===== src/rtl/mem_stage_if.sv =====
// mem_stage_if: bundles the EX-side request, data-memory bus and MEM_WB-side
// result of the memory stage. The master modport is the stage itself, and
// the slave modport is its environment (EX, memory and MEM_WB together).
interface mem_stage_if;
  // EX side
  logic       in_valid;
  logic       in_ready;
  logic [3:0] opcode_i;
  logic [7:0] alu_reg_i;
  logic [7:0] data1_i;
  logic [2:0] regD_i;
  logic       writeReg_i;
  // data memory
  logic       mem_req;
  logic       mem_we;
  logic [7:0] mem_addr;
  logic [7:0] mem_wdata;
  logic       mem_ack;
  logic [7:0] mem_rdata;
  // MEM_WB side
  logic       out_valid;
  logic [7:0] alu_reg_o;
  logic [7:0] meDat_o;
  logic [2:0] regD_o;
  logic       writeReg_o;
  logic [3:0] opcode_o;
  logic       err;

  modport master (
    input  in_valid, opcode_i, alu_reg_i, data1_i, regD_i, writeReg_i,
    input  mem_ack, mem_rdata,
    output in_ready, mem_req, mem_we, mem_addr, mem_wdata,
    output out_valid, alu_reg_o, meDat_o, regD_o, writeReg_o, opcode_o, err
  );

  modport slave (
    output in_valid, opcode_i, alu_reg_i, data1_i, regD_i, writeReg_i,
    output mem_ack, mem_rdata,
    input  in_ready, mem_req, mem_we, mem_addr, mem_wdata,
    input  out_valid, alu_reg_o, meDat_o, regD_o, writeReg_o, opcode_o, err
  );
endinterface


===== src/rtl/mem_stage.sv =====
// mem_stage: pipeline MEM stage. Non-memory ops pass through in one cycle;
// LOAD/STORE issue a data-memory request and wait for mem_ack.
// Optional feature: define MEM_STAGE_TIMEOUT_EN to abort an access after
// TIMEOUT waiting cycles (result 8'hFF, sticky err).
module mem_stage #(
  parameter int TIMEOUT = 15
) (
  input logic        clk,
  input logic        rst_n,
  mem_stage_if.master bus
);
  typedef enum logic {S_IDLE, S_WAIT} state_t;

  state_t     state, state_nx;
  logic       is_mem, accept, done_ack, tmo, done;
  logic [3:0] lat_op;
  logic [2:0] lat_rd;
  logic       lat_wr;

  // LOAD = 1000, STORE = 1001; bit 0 separates them
  assign is_mem      = (bus.opcode_i[3:1] == 3'b100);
  assign bus.in_ready = (state == S_IDLE);
  assign accept      = (state == S_IDLE) && bus.in_valid;
  // mem_req is high for the whole of WAIT, so sampling ack only there is enough
  assign done_ack    = (state == S_WAIT) && bus.mem_ack;
  assign done        = done_ack | tmo;

`ifdef MEM_STAGE_TIMEOUT_EN
  logic [7:0] cnt;
  // completion fires on the edge where the count would reach TIMEOUT;
  // an ack in the same cycle takes priority
  assign tmo = (state == S_WAIT) && !bus.mem_ack && (cnt == 8'(TIMEOUT - 1));

  // wait-cycle counter: cleared on WAIT entry, counts ack-less WAIT cycles
  always_ff @(posedge clk or negedge rst_n) begin
    if (!rst_n)                    cnt <= '0;
    else if (accept && is_mem)     cnt <= '0;
    else if (state == S_WAIT && !bus.mem_ack) cnt <= cnt + 8'd1;
  end

  // sticky timeout flag, only reset clears it
  always_ff @(posedge clk or negedge rst_n) begin
    if (!rst_n)   bus.err <= 1'b0;
    else if (tmo) bus.err <= 1'b1;
  end
`else
  logic unused_tmo;
  assign unused_tmo = ^8'(TIMEOUT);
  assign tmo        = 1'b0;
  assign bus.err    = 1'b0;
`endif

  // state register
  always_ff @(posedge clk or negedge rst_n) begin
    if (!rst_n) state <= S_IDLE;
    else        state <= state_nx;
  end

  // next-state logic
  always_comb begin
    state_nx = state;
    case (state)
      S_IDLE: if (accept && is_mem) state_nx = S_WAIT;
      S_WAIT: if (done)             state_nx = S_IDLE;
      default:                      state_nx = S_IDLE;
    endcase
  end

  // memory request, operand latch and registered MEM_WB outputs
  always_ff @(posedge clk or negedge rst_n) begin
    if (!rst_n) begin
      bus.mem_req    <= 1'b0;
      bus.mem_we     <= 1'b0;
      bus.mem_addr   <= '0;
      bus.mem_wdata  <= '0;
      bus.out_valid  <= 1'b0;
      bus.writeReg_o <= 1'b0;
      bus.alu_reg_o  <= '0;
      bus.meDat_o    <= '0;
      bus.regD_o     <= '0;
      bus.opcode_o   <= '0;
      lat_op         <= '0;
      lat_rd         <= '0;
      lat_wr         <= 1'b0;
    end else begin
      // bubble by default; data outputs hold
      bus.out_valid  <= 1'b0;
      bus.writeReg_o <= 1'b0;
      if (accept && !is_mem) begin
        bus.out_valid  <= 1'b1;
        bus.alu_reg_o  <= bus.alu_reg_i;
        bus.regD_o     <= bus.regD_i;
        bus.writeReg_o <= bus.writeReg_i;
        bus.opcode_o   <= bus.opcode_i;
        bus.meDat_o    <= '0;
      end
      if (accept && is_mem) begin
        // mem_addr doubles as the latched ALU result for the completion
        bus.mem_req   <= 1'b1;
        bus.mem_we    <= bus.opcode_i[0];
        bus.mem_addr  <= bus.alu_reg_i;
        bus.mem_wdata <= bus.data1_i;
        lat_op        <= bus.opcode_i;
        lat_rd        <= bus.regD_i;
        lat_wr        <= bus.writeReg_i & ~bus.opcode_i[0];
      end
      if (done) begin
        bus.mem_req    <= 1'b0;
        bus.mem_we     <= 1'b0;
        bus.out_valid  <= 1'b1;
        bus.alu_reg_o  <= bus.mem_addr;
        bus.regD_o     <= lat_rd;
        bus.opcode_o   <= lat_op;
        bus.writeReg_o <= tmo ? 1'b0 : lat_wr;
        bus.meDat_o    <= tmo       ? 8'hFF :
                          lat_op[0] ? 8'h00 : bus.mem_rdata;
      end
    end
  end
endmodule


===== src/flat_wrapper.sv =====
// flat-port wrapper written by rule: the top's interface ports become plain ports
module mem_stage_flat 
#(
  parameter int TIMEOUT = 15
)
  (clk, rst_n, bus_in_valid, bus_opcode_i, bus_alu_reg_i, bus_data1_i, bus_regD_i, bus_writeReg_i, bus_mem_ack, bus_mem_rdata, bus_in_ready, bus_mem_req, bus_mem_we, bus_mem_addr, bus_mem_wdata, bus_out_valid, bus_alu_reg_o, bus_meDat_o, bus_regD_o, bus_writeReg_o, bus_opcode_o, bus_err);
  mem_stage_if bus_i ();
  input logic clk;
  input logic rst_n;
  input wire logic [$bits(bus_i.in_valid)-1:0] bus_in_valid;
  input wire logic [$bits(bus_i.opcode_i)-1:0] bus_opcode_i;
  input wire logic [$bits(bus_i.alu_reg_i)-1:0] bus_alu_reg_i;
  input wire logic [$bits(bus_i.data1_i)-1:0] bus_data1_i;
  input wire logic [$bits(bus_i.regD_i)-1:0] bus_regD_i;
  input wire logic [$bits(bus_i.writeReg_i)-1:0] bus_writeReg_i;
  input wire logic [$bits(bus_i.mem_ack)-1:0] bus_mem_ack;
  input wire logic [$bits(bus_i.mem_rdata)-1:0] bus_mem_rdata;
  output wire logic [$bits(bus_i.in_ready)-1:0] bus_in_ready;
  output wire logic [$bits(bus_i.mem_req)-1:0] bus_mem_req;
  output wire logic [$bits(bus_i.mem_we)-1:0] bus_mem_we;
  output wire logic [$bits(bus_i.mem_addr)-1:0] bus_mem_addr;
  output wire logic [$bits(bus_i.mem_wdata)-1:0] bus_mem_wdata;
  output wire logic [$bits(bus_i.out_valid)-1:0] bus_out_valid;
  output wire logic [$bits(bus_i.alu_reg_o)-1:0] bus_alu_reg_o;
  output wire logic [$bits(bus_i.meDat_o)-1:0] bus_meDat_o;
  output wire logic [$bits(bus_i.regD_o)-1:0] bus_regD_o;
  output wire logic [$bits(bus_i.writeReg_o)-1:0] bus_writeReg_o;
  output wire logic [$bits(bus_i.opcode_o)-1:0] bus_opcode_o;
  output wire logic [$bits(bus_i.err)-1:0] bus_err;
  assign bus_i.in_valid = bus_in_valid;
  assign bus_i.opcode_i = bus_opcode_i;
  assign bus_i.alu_reg_i = bus_alu_reg_i;
  assign bus_i.data1_i = bus_data1_i;
  assign bus_i.regD_i = bus_regD_i;
  assign bus_i.writeReg_i = bus_writeReg_i;
  assign bus_i.mem_ack = bus_mem_ack;
  assign bus_i.mem_rdata = bus_mem_rdata;
  assign bus_in_ready = bus_i.in_ready;
  assign bus_mem_req = bus_i.mem_req;
  assign bus_mem_we = bus_i.mem_we;
  assign bus_mem_addr = bus_i.mem_addr;
  assign bus_mem_wdata = bus_i.mem_wdata;
  assign bus_out_valid = bus_i.out_valid;
  assign bus_alu_reg_o = bus_i.alu_reg_o;
  assign bus_meDat_o = bus_i.meDat_o;
  assign bus_regD_o = bus_i.regD_o;
  assign bus_writeReg_o = bus_i.writeReg_o;
  assign bus_opcode_o = bus_i.opcode_o;
  assign bus_err = bus_i.err;
  mem_stage #(.TIMEOUT(TIMEOUT)) u_core (.clk(clk), .rst_n(rst_n), .bus(bus_i));
endmodule

===== config.mk =====
export PLATFORM = sky130hd
export DESIGN_NAME = mem_stage_flat
export DESIGN_NICKNAME = d
export VERILOG_FILES = /design/src/rtl/mem_stage_if.sv /design/src/rtl/mem_stage.sv /design/src/flat_wrapper.sv
export SDC_FILE = /design/constraint.sdc
export NUM_CORES = 1
export LEC_CHECK = 0
export ABC_CLOCK_PERIOD_IN_PS = 1650
export CORE_ASPECT_RATIO = 1.75
export CORE_MARGIN = 4
export CORE_UTILIZATION = 55
export DETAILED_ROUTE_END_ITERATION = 16
export DONT_BUFFER_PORTS = 1
export PLACE_DENSITY = 0.67
export SLEW_MARGIN = 25
export SYNTH_ARGS = -nofsm -noshare
export SYNTH_HDL_FRONTEND = slang
export SYNTH_SLANG_ARGS = --single-unit

===== constraint.sdc =====
create_clock -name clk -period 1.65 [get_ports clk]
set_input_delay 0.33 -clock clk [delete_from_list [all_inputs] [get_ports clk]]
set_output_delay 0.33 -clock clk [all_outputs]
set_load 0.03 [all_outputs]

==> reports/metrics.csv <==
metric,value,unit
status,"finished, final reports clean",
synth_top_area_cell,dfrtp_1,
cp_cell_sequence,"nand2_1, buf_4, mux2_2, mux2_4",
gp_congestion,0.720,
met2_usage,28.6,%
clock-sinks,52,
drv_slew,0,
fin_setup_tns,0,ps
synth.area.top_cells,"dfrtp_1 (60%), mux2_2 (22%), mux2_4 (6.2%)",
clock_latency,300,ps
ys_ff_latch,52,
cap_violations,0,
final-setup-viol-count,0,
io_pins,81,
cts_resized,0,
synth_area_per_cell,15.6,um2
cp_max_fo,12,
tightest_slew,521,ps
die_h,91.3,um
cp-end-kind,flop,
route.detailed.drc,0,
synth_top_area_share,59.7,%
r2r_slack,170,ps
finClkSkew,4.19,ps
drtPass1Iterations,2,
drtAntennaViolNets,0,
start_util,56.4,%
wl_per_cell,20.2,um
path_class,flop to flop,
drive_gt1_share,46.3,%
grt-ovfl-total,0,
core_area,3870,um2
clock.fmax,0.676,GHz
grt_use_met1,19.6,%
finalCritPeriodShare,89.7,%
met3_usage,6.69,%
critical-path-slowest-cell,dfrtp_1,
cp_top_family,multiplexers,
seq_area_frac_synth,59.7,%
cp-start-kind,flop,
grt_use_total,17.4,%
clk_pin_slew,90,ps
post_cts_buffers,0,
yosysWarnings,0,
cpPeakStageDelay,410,ps
clockBufferDepth,2,
netlist_area,2180,um2
hold_path.class,primary input to flop,
die-width,55.6,um
drt_wl_total,3970,um
numCtsBuffers,5,
grt_max_degree,53,
grt_pass1_vias,1333,
ir_worst_vdd,928,uV
io_buffers,0,
dieArea,5070,um2
rows,30,
p_leak,0.00109,uW
syn_nets,176,
cp.arrival,1670,ps
cts_root_buf,clkbuf_8,
synthDistinctLibCells,23,
num-fill-cells,308,
htree_levels,2,
grt_pass1_wl,6840,um
nets,184,
syn2layout_area_growth,8.38,%
slew_headroom,65.2,%
dpl.hpwl,2850,um
post-route-min-period,1480,ps
gr-max-usage-layer,met2,
hold_viol_final,0,
synthCells,140,
antenna_found_initial,0,
vias_per_cell,5.79,
cts_hold_buf,2,
layout_setup_ws,170,ps
grt_setup_unrepaired,no,
diodes,0,
vias,1140,
dp_slack,173,ps
drtIter0Drc,17,
required,1840,ps
p_per_area,1380,nW/um2
cp_num_buf_inv,1,
cts_tree,done,
[cells in the final DEF, fill, tap and decap left out]
cell	count
dfrtp_1	52
mux2_2	42
mux2_4	9
a22o_1	8
buf_4	6
nand2_1	5
clkbuf_8	5
nand2b_1	2
inv_1	2
and2_1	2
nor3b_2	1
o21a_1	1
inv_6	1
nand3_2	1
o21ai_0	1
nand3_1	1
a21oi_1	1
mux2i_1	1
nor2_1	1
nor2b_1	1
conb_1	1
bufinv_16	1
clkinvlp_4	1
clkinv_2	1
buf_16	1
dlygate4sd3_1	1
[final cells by class]
class	count	area, um2	share of cell area (%)
clock inverter	3	42.5	1.80
multi-input combinational	78	791	33.5
clock buffer	5	68.8	2.91
timing repair buffer	8	82.6	3.50
inverter	3	16.3	0.689
tap	48	60.1	2.54
sequential	52	1300	55.1
[worst paths after layout]
path,from,cells past startpoint,to
max in group asynchronous,rst_n,2,u_core.lat_op[0]
worst max-delay path,u_core.state,4,u_core.bus.regD_o[1]
worst min-delay path,bus_mem_ack,1,u_core.state
worst max register to register,u_core.state,4,u_core.bus.regD_o[1]
min in group asynchronous,rst_n,2,u_core.bus.regD_o[0]
worst min register to register,u_core.lat_op[3],1,u_core.lat_op[3]
[cell families after synthesis]
logic type	synth area share [%]
compound gates	4.02
buf+inv	4.02
flops	59.7
mux	28.4
other cells	0.172
simple gates	3.73
[per-layer routing]
layer	up-vias	wire length [um]	share of wire [%]
met5	-	0	0
met4	0	80	2.0
met3	7	407	10
met2	55	2060	52
met1	574	1420	36
li1	504	-	-
[through the flow]
step | total power [uW] | utilization (%) | hold WS [ps] | cell area, um2 | std cells
final | 3260 | 61.1 | 117 | 2360 | 197
after global routing | 3440 | 61.1 | 90.1 | 2360 | 197
after CTS | 3310 | 61.1 | 103 | 2360 | 197
after detailed placement | 2420 | 57.2 | 35.6 | 2210 | 187
after global placement | 2390 | 57.2 | 35.4 | 2210 | 187
after floorplan | 2330 | - | 34.4 | 2180 | 140
[state kept, by name, summed over array words and instances (netlist names), 3 cells and up]
register,cells
u_core.bus.meDat_o,8
u_core.bus.alu_reg_o,8
u_core.lat_op,4
u_core.bus.mem_wdata,8
u_core.lat_rd,3
u_core.bus.opcode_o,4
u_core.bus.mem_addr,8
u_core.bus.regD_o,3
[cells in the mapped netlist, drive strengths merged]
cell / count
dfrtp: 52
mux2: 51
a22o: 8
buf: 7
nand2: 5
inv: 3
and2: 2
nand2b: 2
nand3: 2
a21oi: 1
conb: 1
mux2i: 1
nor2: 1
nor2b: 1
nor3b: 1
o21a: 1
o21ai: 1
[power by group]
part	switching [uW]	leakage, uW	internal (uW)
Combinational	139	0.000390	237
Clock	397	0.0000541	449
Sequential	548	0.000642	1490
Total	1080	0.00109	2170
Power figures use the tool's default switching activity.
